File: config.mk
export PLATFORM = sky130hd
export DESIGN_NAME = turf_mem_arbiter
export DESIGN_NICKNAME = d
export VERILOG_FILES = /design/src/rtl/turf_mem_pkg.sv /design/src/rtl/turf_rr_select.sv /design/src/rtl/turf_mem_arbiter.sv
export SDC_FILE = /design/constraint.sdc
export NUM_CORES = 1
export LEC_CHECK = 0
export CAP_MARGIN = 20
export CORE_MARGIN = 2
export CORE_UTILIZATION = 44
export DETAILED_ROUTE_END_ITERATION = 8
export DONT_BUFFER_PORTS = 1
export PLACE_DENSITY = 0.59
export SETUP_SLACK_MARGIN = 0.02
export SYNTH_ARGS = -nofsm -noshare
export SYNTH_HDL_FRONTEND = slang
export SYNTH_SLANG_ARGS = --single-unit
File: constraint.sdc
create_clock -name aclk -period 2 [get_ports aclk]
set_clock_uncertainty 0.2 [all_clocks]
set_input_delay 0.6 -clock aclk [delete_from_list [all_inputs] [get_ports aclk]]
set_output_delay 0.6 -clock aclk [all_outputs]
set_load 0.03 [all_outputs]
File: src/rtl/turf_mem_pkg.sv
// Shared types and constants for the TURF register-bus arbiter.
package turf_mem_pkg;

  localparam int TURF_ADR_WIDTH = 28;
  localparam int TURF_DAT_WIDTH = 32;

  localparam logic [TURF_DAT_WIDTH-1:0] TURF_TIMEOUT_DATA = 32'hDEAD_BEEF;

  typedef enum logic [1:0] {
    ST_IDLE = 2'd0,
    ST_BUSY = 2'd1,
    ST_DONE = 2'd2
  } turf_state_e;

endpackage

File: src/rtl/turf_rr_select.sv
// Combinational round-robin priority encoder: the search starts just after
// the previous winner, so every requester gets a turn.
module turf_rr_select #(
  parameter int N     = 2,
  parameter int IDX_W = (N > 1) ? $clog2(N) : 1
) (
  input  logic [N-1:0]     req_i,
  input  logic [IDX_W-1:0] last_i,
  output logic [IDX_W-1:0] idx_o,
  output logic             any_o
);

  // Scan from lowest priority to highest so the last hit is the winner.
  always_comb begin
    idx_o = '0;
    any_o = 1'b0;
    for (int k = N; k >= 1; k--) begin
      if (|(req_i & (N'(1) << ((int'(last_i) + k) % N)))) begin
        idx_o = IDX_W'((int'(last_i) + k) % N);
        any_o = 1'b1;
      end
    end
  end

endmodule

File: src/rtl/turf_mem_arbiter.sv
// Round-robin arbiter sharing one register bus among NUM_REQ requesters,
// with a bus timeout that returns TIMEOUT_DATA and flags an error.
module turf_mem_arbiter
  import turf_mem_pkg::*;
#(
  parameter int                         NUM_REQ      = 2,
  parameter int                         TIMEOUT      = 255,
  parameter logic [TURF_DAT_WIDTH-1:0]  TIMEOUT_DATA = TURF_TIMEOUT_DATA
) (
  input  logic                                aclk,
  input  logic                                areset,
  input  logic [NUM_REQ-1:0]                  s_en_i,
  input  logic [NUM_REQ-1:0]                  s_wr_i,
  input  logic [NUM_REQ*TURF_ADR_WIDTH-1:0]   s_adr_i,
  input  logic [NUM_REQ*TURF_DAT_WIDTH-1:0]   s_dat_i,
  output logic [NUM_REQ-1:0]                  s_ack_o,
  output logic [TURF_DAT_WIDTH-1:0]           s_dat_o,
  output logic                                s_err_o,
  output logic                                m_en_o,
  output logic                                m_wr_o,
  output logic [TURF_ADR_WIDTH-1:0]           m_adr_o,
  output logic [TURF_DAT_WIDTH-1:0]           m_dat_o,
  input  logic                                m_ack_i,
  input  logic [TURF_DAT_WIDTH-1:0]           m_dat_i,
  output logic [15:0]                         timeout_count_o,
  output logic [2:0]                          last_timeout_req_o
);

  localparam int IDX_W = (NUM_REQ > 1) ? $clog2(NUM_REQ) : 1;
  localparam int CNT_W = (TIMEOUT > 0) ? $clog2(TIMEOUT + 1) : 1;
  localparam logic [CNT_W-1:0] CNT_LAST = (TIMEOUT > 0) ? CNT_W'(TIMEOUT - 1) : '0;
  localparam logic [IDX_W-1:0] LAST_RST = IDX_W'(NUM_REQ - 1);

  turf_state_e                 state_q, state_d;
  logic [IDX_W-1:0]            grant_q, grant_d;
  logic [IDX_W-1:0]            last_grant_q, last_grant_d;
  logic                        wr_q, wr_d;
  logic [TURF_ADR_WIDTH-1:0]   adr_q, adr_d;
  logic [TURF_DAT_WIDTH-1:0]   dat_q, dat_d;
  logic [CNT_W-1:0]            cnt_q, cnt_d;
  logic                        m_en_q, m_en_d;
  logic [NUM_REQ-1:0]          s_ack_q, s_ack_d;
  logic [TURF_DAT_WIDTH-1:0]   s_dat_q, s_dat_d;
  logic                        s_err_q, s_err_d;
  logic [15:0]                 to_cnt_q, to_cnt_d;
  logic [2:0]                  last_to_q, last_to_d;

  logic [IDX_W-1:0]            sel_idx;
  logic                        sel_any;

  turf_rr_select #(
    .N     (NUM_REQ),
    .IDX_W (IDX_W)
  ) u_rr_select (
    .req_i  (s_en_i),
    .last_i (last_grant_q),
    .idx_o  (sel_idx),
    .any_o  (sel_any)
  );

  always_comb begin
    state_d      = state_q;
    grant_d      = grant_q;
    last_grant_d = last_grant_q;
    wr_d         = wr_q;
    adr_d        = adr_q;
    dat_d        = dat_q;
    cnt_d        = cnt_q;
    m_en_d       = m_en_q;
    s_ack_d      = '0;
    s_dat_d      = s_dat_q;
    s_err_d      = s_err_q;
    to_cnt_d     = to_cnt_q;
    last_to_d    = last_to_q;

    case (state_q)
      ST_IDLE: begin
        if (sel_any) begin
          grant_d = sel_idx;
          wr_d    = s_wr_i[sel_idx];
          adr_d   = s_adr_i[int'(sel_idx)*TURF_ADR_WIDTH +: TURF_ADR_WIDTH];
          dat_d   = s_dat_i[int'(sel_idx)*TURF_DAT_WIDTH +: TURF_DAT_WIDTH];
          cnt_d   = '0;
          m_en_d  = 1'b1;
          state_d = ST_BUSY;
        end
      end
      ST_BUSY: begin
        // A target ack in the final timeout cycle still counts as a normal completion.
        if (m_ack_i) begin
          s_dat_d = m_dat_i;
          s_err_d = 1'b0;
          m_en_d  = 1'b0;
          s_ack_d = NUM_REQ'(1) << grant_q;
          state_d = ST_DONE;
        end else if ((TIMEOUT != 0) && (cnt_q == CNT_LAST)) begin
          s_dat_d   = TIMEOUT_DATA;
          s_err_d   = 1'b1;
          m_en_d    = 1'b0;
          s_ack_d   = NUM_REQ'(1) << grant_q;
          last_to_d = 3'(grant_q);
          if (to_cnt_q != 16'hFFFF) begin
            to_cnt_d = to_cnt_q + 16'd1;
          end
          state_d = ST_DONE;
        end else begin
          cnt_d = cnt_q + CNT_W'(1);
        end
      end
      ST_DONE: begin
        last_grant_d = grant_q;
        s_err_d      = 1'b0;
        state_d      = ST_IDLE;
      end
      default: state_d = ST_IDLE;
    endcase
  end

  always_ff @(posedge aclk) begin
    if (areset) begin
      state_q      <= ST_IDLE;
      grant_q      <= '0;
      last_grant_q <= LAST_RST;
      wr_q         <= 1'b0;
      adr_q        <= '0;
      dat_q        <= '0;
      cnt_q        <= '0;
      m_en_q       <= 1'b0;
      s_ack_q      <= '0;
      s_dat_q      <= '0;
      s_err_q      <= 1'b0;
      to_cnt_q     <= '0;
      last_to_q    <= '0;
    end else begin
      state_q      <= state_d;
      grant_q      <= grant_d;
      last_grant_q <= last_grant_d;
      wr_q         <= wr_d;
      adr_q        <= adr_d;
      dat_q        <= dat_d;
      cnt_q        <= cnt_d;
      m_en_q       <= m_en_d;
      s_ack_q      <= s_ack_d;
      s_dat_q      <= s_dat_d;
      s_err_q      <= s_err_d;
      to_cnt_q     <= to_cnt_d;
      last_to_q    <= last_to_d;
    end
  end

  assign s_ack_o            = s_ack_q;
  assign s_dat_o            = s_dat_q;
  assign s_err_o            = s_err_q;
  assign m_en_o             = m_en_q;
  assign m_wr_o             = wr_q;
  assign m_adr_o            = adr_q;
  assign m_dat_o            = dat_q;
  assign timeout_count_o    = to_cnt_q;
  assign last_timeout_req_o = last_to_q;

endmodule

# == Word-level counts from Yosys, hierarchy flattened ==
# Index checks and enable logic that the tools add are counted.
# totals
in_bits,159
output_inout_bits,116
register_bits,126
wordCells,78
# classes
muxes,25
n_lt_le_gt_ge,1
n_addsub,4
bitwise,6
shift,5
n_eq_ne,8
multipliers,1
n_reduce_logical,15
# ops
op,count
$mux 32,2
$shiftx 64x7->32,1
$shl 1x32->2 const A,2
$shiftx 56x7->28,1
$mux 8,3
$add 16x1->16 const B,1
$ne 16x16->1 const B,1
$pmux 8 s2,1
$mux 1,11
$mux 2,5
$add 8x1->8 const B,1
$eq 8x8->1 const B,1
$reduce_and 2->1,4
$reduce_and 4->1,2
$ne 2x2->1 const B,3
$reduce_and 3->1,2
$reduce_bool 2->1,3
$reduce_or 2->1,3
$and 2x2->2,2
$mul 1x3->4 const B,1
$pmux 1 s2,2
$pmux 2 s2,1
$ne 3x3->1 const B,1
$add 1x1->1 const B,2
7 further kinds,9

# == Depth between registers and ports, before layout ==
# logic_depth
depth_word,9
depth_mapped,8
depth_no_buf,6

# == Hierarchy ==
# From an unflattened synthesis, not the netlist that was laid out.
# unflattened
cells_unflattened,576
area_unflattened_um2,5516.5
# modules_own_cells
module,cells_each,instances,area_each_um2,seq_area_each_um2
turf_mem_arbiter,574,1,5502.8,2522.4
turf_rr_select,2,1,13.8,0.0

# == Worst setup path after synthesis ==
# No wires, ideal clock.
# synth_path
kind,reg-to-reg
startpoint,"register to_cnt_q[0], in the netlist timeout_count_o[0]"
endpoint,"register to_cnt_q[12], in the netlist timeout_count_o[12]"
path_stages_with_launch,6
path_slack_ns,-0.084
required_time_ns,1.679
setup_ns,0.121
n_path_buf,0
arrival_ns,1.763
period_less_slack_ns,2.084
path_cell_list,dfxtp_1 ha_1 nand3_1 nand2b_1 nor4b_1 mux2_2
# synth_via
elab_chain_cells,2
elab_cells_between_ends,3
cone_classes,add/sub (1); eq/ne (1); reduce/logical (1)
# synth_lines
element,line_no,text
from (decl),turf_mem_arbiter.sv:45,"logic [15:0] to_cnt_q, to_cnt_d;"
from (signal assigned),turf_mem_arbiter.sv:146,to_cnt_q <= to_cnt_d;
branches (longest 2 deep; another with $add 16x1->16),n/a,
# Parallel ways; which one is timed is not known.
# A chain may end at the register's enable or synchronous reset.

# == Worst setup path after layout ==
# layout_path
startpoint,register cnt_q[0]
endpoint,"register to_cnt_q[8], in the netlist timeout_count_o[8]"
# layout_via
elab_chain_cells,2
# layout_lines
element,line_no,text
from (decl),turf_mem_arbiter.sv:40,"logic [CNT_W-1:0] cnt_q, cnt_d;"
from (signal assigned),turf_mem_arbiter.sv:141,cnt_q <= cnt_d;
$eq 8x8->1,turf_mem_arbiter.sv:96,end else if ((TIMEOUT != 0) && (cnt_q == CNT_LAST)) begin
$reduce_and 4->1 (no line),n/a,
# No other way between the ends.

==> impl.org <==
** Logic synthesis
- Yosys printed 0 warnings.
- Number of library cell types mapped by synthesis :: 47
- After synthesis the cells add up to 5410 um2.
- The most used flip-flop cell after synthesis is dfxtp_1.
- For this run, asynchronously set or reset flops after synthesis account for 0%.
- Instance count of the mapped netlist :: 559
- In this run, synthesis inferred 0 flip-flops with an integrated enable.
- Per-instance average area after synthesis :: 9.67 um2
- Of the synthesized area, sequential elements account for 46.6%.
- Post-synthesis sequential element count :: 126

** Power
- Maximum VDD drop :: 547 uV
- Dividing total power by cell area gives a power density of 1070 nW/um2.
- Leakage power figure :: 2.55 nW

** Drt
- Routed Wire Length :: 14.2 mm
- In the final routed layout, each cell accounts on average for 19.0 um.
- First DRT Iteration DRCs :: 280
- The first detailed-routing pass ran for 4 iterations.
- In the routed layout, each cell is associated on average with a via count of 5.89.
- Summing over every cut layer, the via total after detailed routing is 4405.
- DRC violation count after routing :: 0
- Number of nets with antenna violations after detailed routing :: 0

** Clocking
- Number of hold buffers added after CTS :: 0
- Maximum root-to-sink buffer count :: 2
- Worst-skew pair later-pin latency :: 0.41 ns
- Level count of the clock H-tree :: 4
- CTS placed an instance of clkbuf_16 at the clock tree root.
- TritonCTS built the clock tree.
- CTS sink cnt :: 126
- TritonCTS Buffers :: 17
- Clock transition at path regs :: 0.06 ns

** Die
- Boundary pin count :: 275
- The die covers 13200 um2.
- The floorplan step defined a core boundary enclosing 12000 um2.
- Number of placement rows :: 40
- Starting utilization of the core area :: 45.0%
- Height of the die :: 115 um
- The floorplan step set the die width to 115 um.

** Placement
- Dpl ws :: -0.266 ns
- Final weighted congestion of routability-driven global placement :: 0.809
- Summing all placed instances gives a cell area of 5870 um2.
- HPWL after detailed placement :: 10.0 mm
- Number of I/O port buffers :: 0

** GRT
- The via count of the first global-routing pass is 4234.
- Entering global routing, the biggest net connects 101 pins.
- First-pass GRT wire length :: 21.3 mm
- In the global route stage, overall resource usage came out at 20.7%.
- Congestion Overflow GR :: 0
- The initial antenna violation count came to 0.

** Finish
- 0 antenna diodes ended up in the layout.
- Fill cell total of the finished layout :: 1064
- Synth-to-layout area growth :: 23.8%
- Once layout is done, the placed cells without fillers occupy 6690 um2.
- Fraction of layout instances using a drive strength above 1 :: 26.0%
- Post-layout nets :: 750
- For this run, the share of the core covered by cells in the final layout is 55.7%.

** Critical path
- The worst setup path is launched from a register.
- Traced cell by cell, the critical path runs through inv_2, ha_4, and3_4, nand4b_4, buf_6, or4_1, a21oi_1.
- Path type of the worst setup path :: register to register
- The largest individual stage delay along the critical path comes from the cell or4_1.
- Worst Path Arrival :: 2.09 ns
- Highest fanout seen on the critical path :: 4
- Required time of the critical path :: 2.13 ns
- Setup slack of the worst register-to-register path :: 0.04 ns
- Delay of the slowest critical-path stage :: 0.50 ns
- In this run the critical register-to-register path is captured at timeout_count_o[8]$_SDFFE_PP0P_.
- Critical R2R Launch :: cnt_q[0]$_SDFFE_PP0P_
- The number of cells on the worst reg-to-reg path is 7.
- Critical path capture point type :: register

** Timing
- The count of pins over their slew limit was 0.
- Sum of negative setup slack :: 0 ns
- Setup violations remaining at the end of the flow were counted as 0.
- The worst path in the final design needs a cycle of 1.96 ns, including I/O delays and setup.
- After layout, the worst setup slack is 0.0434 ns.
- RSZ-0062 raised after global routing :: true
- Normalized max-slew margin :: 62.9%
- Count of endpoints failing hold in the final timing report :: 0
- Across all hold checks on the routed design, the worst slack comes to 0.0552 ns.
- Dividing the final minimum period by the clock period gives 97.8%.
- For this run, the top clock speed supported by timing is 0.511 GHz.
- At the pin with the least slew margin, the transition time is 0.555 ns.

** Hold path
- Worst Hold Depth :: 1
- The path class of the tightest hold or removal check is input pin to register.
- The worst hold path begins at areset.
- For hold timing, the worst endpoint is m_dat_o[8]$_SDFFE_PP0P_.

** Outcome
- Result of the run :: complete, no violations

** Flow run
- # Max-Cap Violations :: 0
[flip-flops by register name (all words and copies together), names as in the netlist]
register and cells:
state_q 2, cnt_q 8, m_adr_o 28, m_en_o 1
grant_q 1, last_timeout_req_o 1, s_ack_o 2, timeout_count_o 16
s_dat_o 32, m_wr_o 1, last_grant_q 1, s_err_o 1
m_dat_o 32
[what timing repair did]
action	CTS	global route
setup buffers	2	0
endpoints found under the hold margin	0	0
resized for setup	12	30
setup endpoints to repair	42	16
pin swaps	3	19
cloned	1	0
[kinds of logic after synthesis]
kind of cell	count (synthesis)	synth area share (%)
compound gates	148	20.7
fa+ha+maj	3	0.694
buf+inv	55	4.49
flops	126	46.6
mux	67	12.5
other cells	1	0.0693
simple gates	159	15.0
[stage by stage]
stage                     std cells  power (mW)
after detailed placement        713        3.91
after global placement          713        3.88
after global routing            748        7.43
after CTS                       748        7.21
final                           748        7.13
after floorplan                 560        3.76
[worst max-delay path: cells and delay by family (launching register included)]
family	cells	cell delay, ns
buffers and inverters	2	0.24
flip-flops	1	0.32
adder cells (fa/ha/maj)	1	0.13
AND/OR/NAND/NOR	3	0.86
AO/OA/AOI/OAI	1	0.14
[layer usage]
layer  routed length [um]  part of all wire, %  track usage, %
met1                 5440                   38            23.5
met2                 7230                   51            34.5
met3                 1300                  9.2            8.96
met4                  223                  1.6            7.63
met5                    0                    0               0
[synth_stat cells, drive strengths merged (2+ instances only)]
master  count  area share, %
dfxtp     126             47
nor2       73            5.1
mux2i      64             12
a211oi     61            8.5
a21oi      26            2.4
buf        25            2.4
clkbuf     25            1.7
o221a      24            5.0
nand2      21            1.5
o21ai      12            1.1
or4        12            1.7
nand3      10           0.93
o31ai      10            1.4
and4        6            1.0
nand2b      6           0.69
nand4       5           0.58
a21boi      4           0.56
and2        4           0.46
inv         4           0.28
nor3        4           0.37
nor4        4           0.46
o41ai       4           0.65
and3        3           0.35
ha          3           0.69
mux2        3           0.62
nor2b       3           0.35
nor4b       2           0.44
o311ai      2           0.32
or3         2           0.23
[worst max-delay path by stage]
| stage | from | to | cells past startpoint |
|---|---|---|---|
| after floorplan | cnt_q[0]$_SDFFE_PP0P_ | timeout_count_o[12]$_SDFFE_PP0P_ | 7 |
| after global placement | cnt_q[0]$_SDFFE_PP0P_ | s_dat_o[11]$_SDFFE_PP0P_ | 7 |
| after detailed placement | cnt_q[0]$_SDFFE_PP0P_ | s_dat_o[11]$_SDFFE_PP0P_ | 7 |
| after CTS | cnt_q[0]$_SDFFE_PP0P_ | timeout_count_o[9]$_SDFFE_PP0P_ | 7 |
| after global routing | cnt_q[0]$_SDFFE_PP0P_ | timeout_count_o[14]$_SDFFE_PP0P_ | 7 |
| final | cnt_q[0]$_SDFFE_PP0P_ | timeout_count_o[8]$_SDFFE_PP0P_ | 7 |
[area by class of cell]
type                    count  area (um2)  share of cell area [%]
flip-flops and latches    126        2530                    37.8
inverters                   5        18.8                   0.280
well taps                 147         184                    2.75
clock buffers              22         474                    7.09
multi-input cells         379        2810                    42.0
clock inverters            10         160                    2.39
repair buffers             59         512                    7.65
[cell usage in the layout (no fill, tap or decap), types with 4 or more instances in the layout]
master | Yosys | final
o21ai_0 | 12 | 12
nand2b_1 | 6 | 5
and4_1 | 5 | 4
nand4_1 | 5 | 5
or4_1 | 12 | 6
or4_4 | 0 | 6
buf_12 | 0 | 4
nand2_1 | 21 | 21
bufinv_16 | 0 | 4
clkbuf_16 | 0 | 17
o41ai_1 | 4 | 4
mux2i_1 | 64 | 64
nor3_1 | 4 | 4
buf_4 | 3 | 50
buf_6 | 1 | 5
o31ai_1 | 10 | 10
a21oi_1 | 26 | 17
a21oi_2 | 0 | 9
nand3_1 | 10 | 10
dfxtp_2 | 0 | 7
o221a_2 | 24 | 24
a211oi_1 | 61 | 61
nor2_1 | 72 | 72
dfxtp_1 | 126 | 119
[power breakdown]
group / total [mW] / leakage, nW / switching (mW) / internal, mW
clock network: 3.28 / 0.310 / 1.10 / 2.18
registers: 3.23 / 1.04 / 0.515 / 2.71
logic: 0.630 / 1.20 / 0.333 / 0.297
total: 7.13 / 2.55 / 1.94 / 5.19
(Power assumes the default switching activity.)
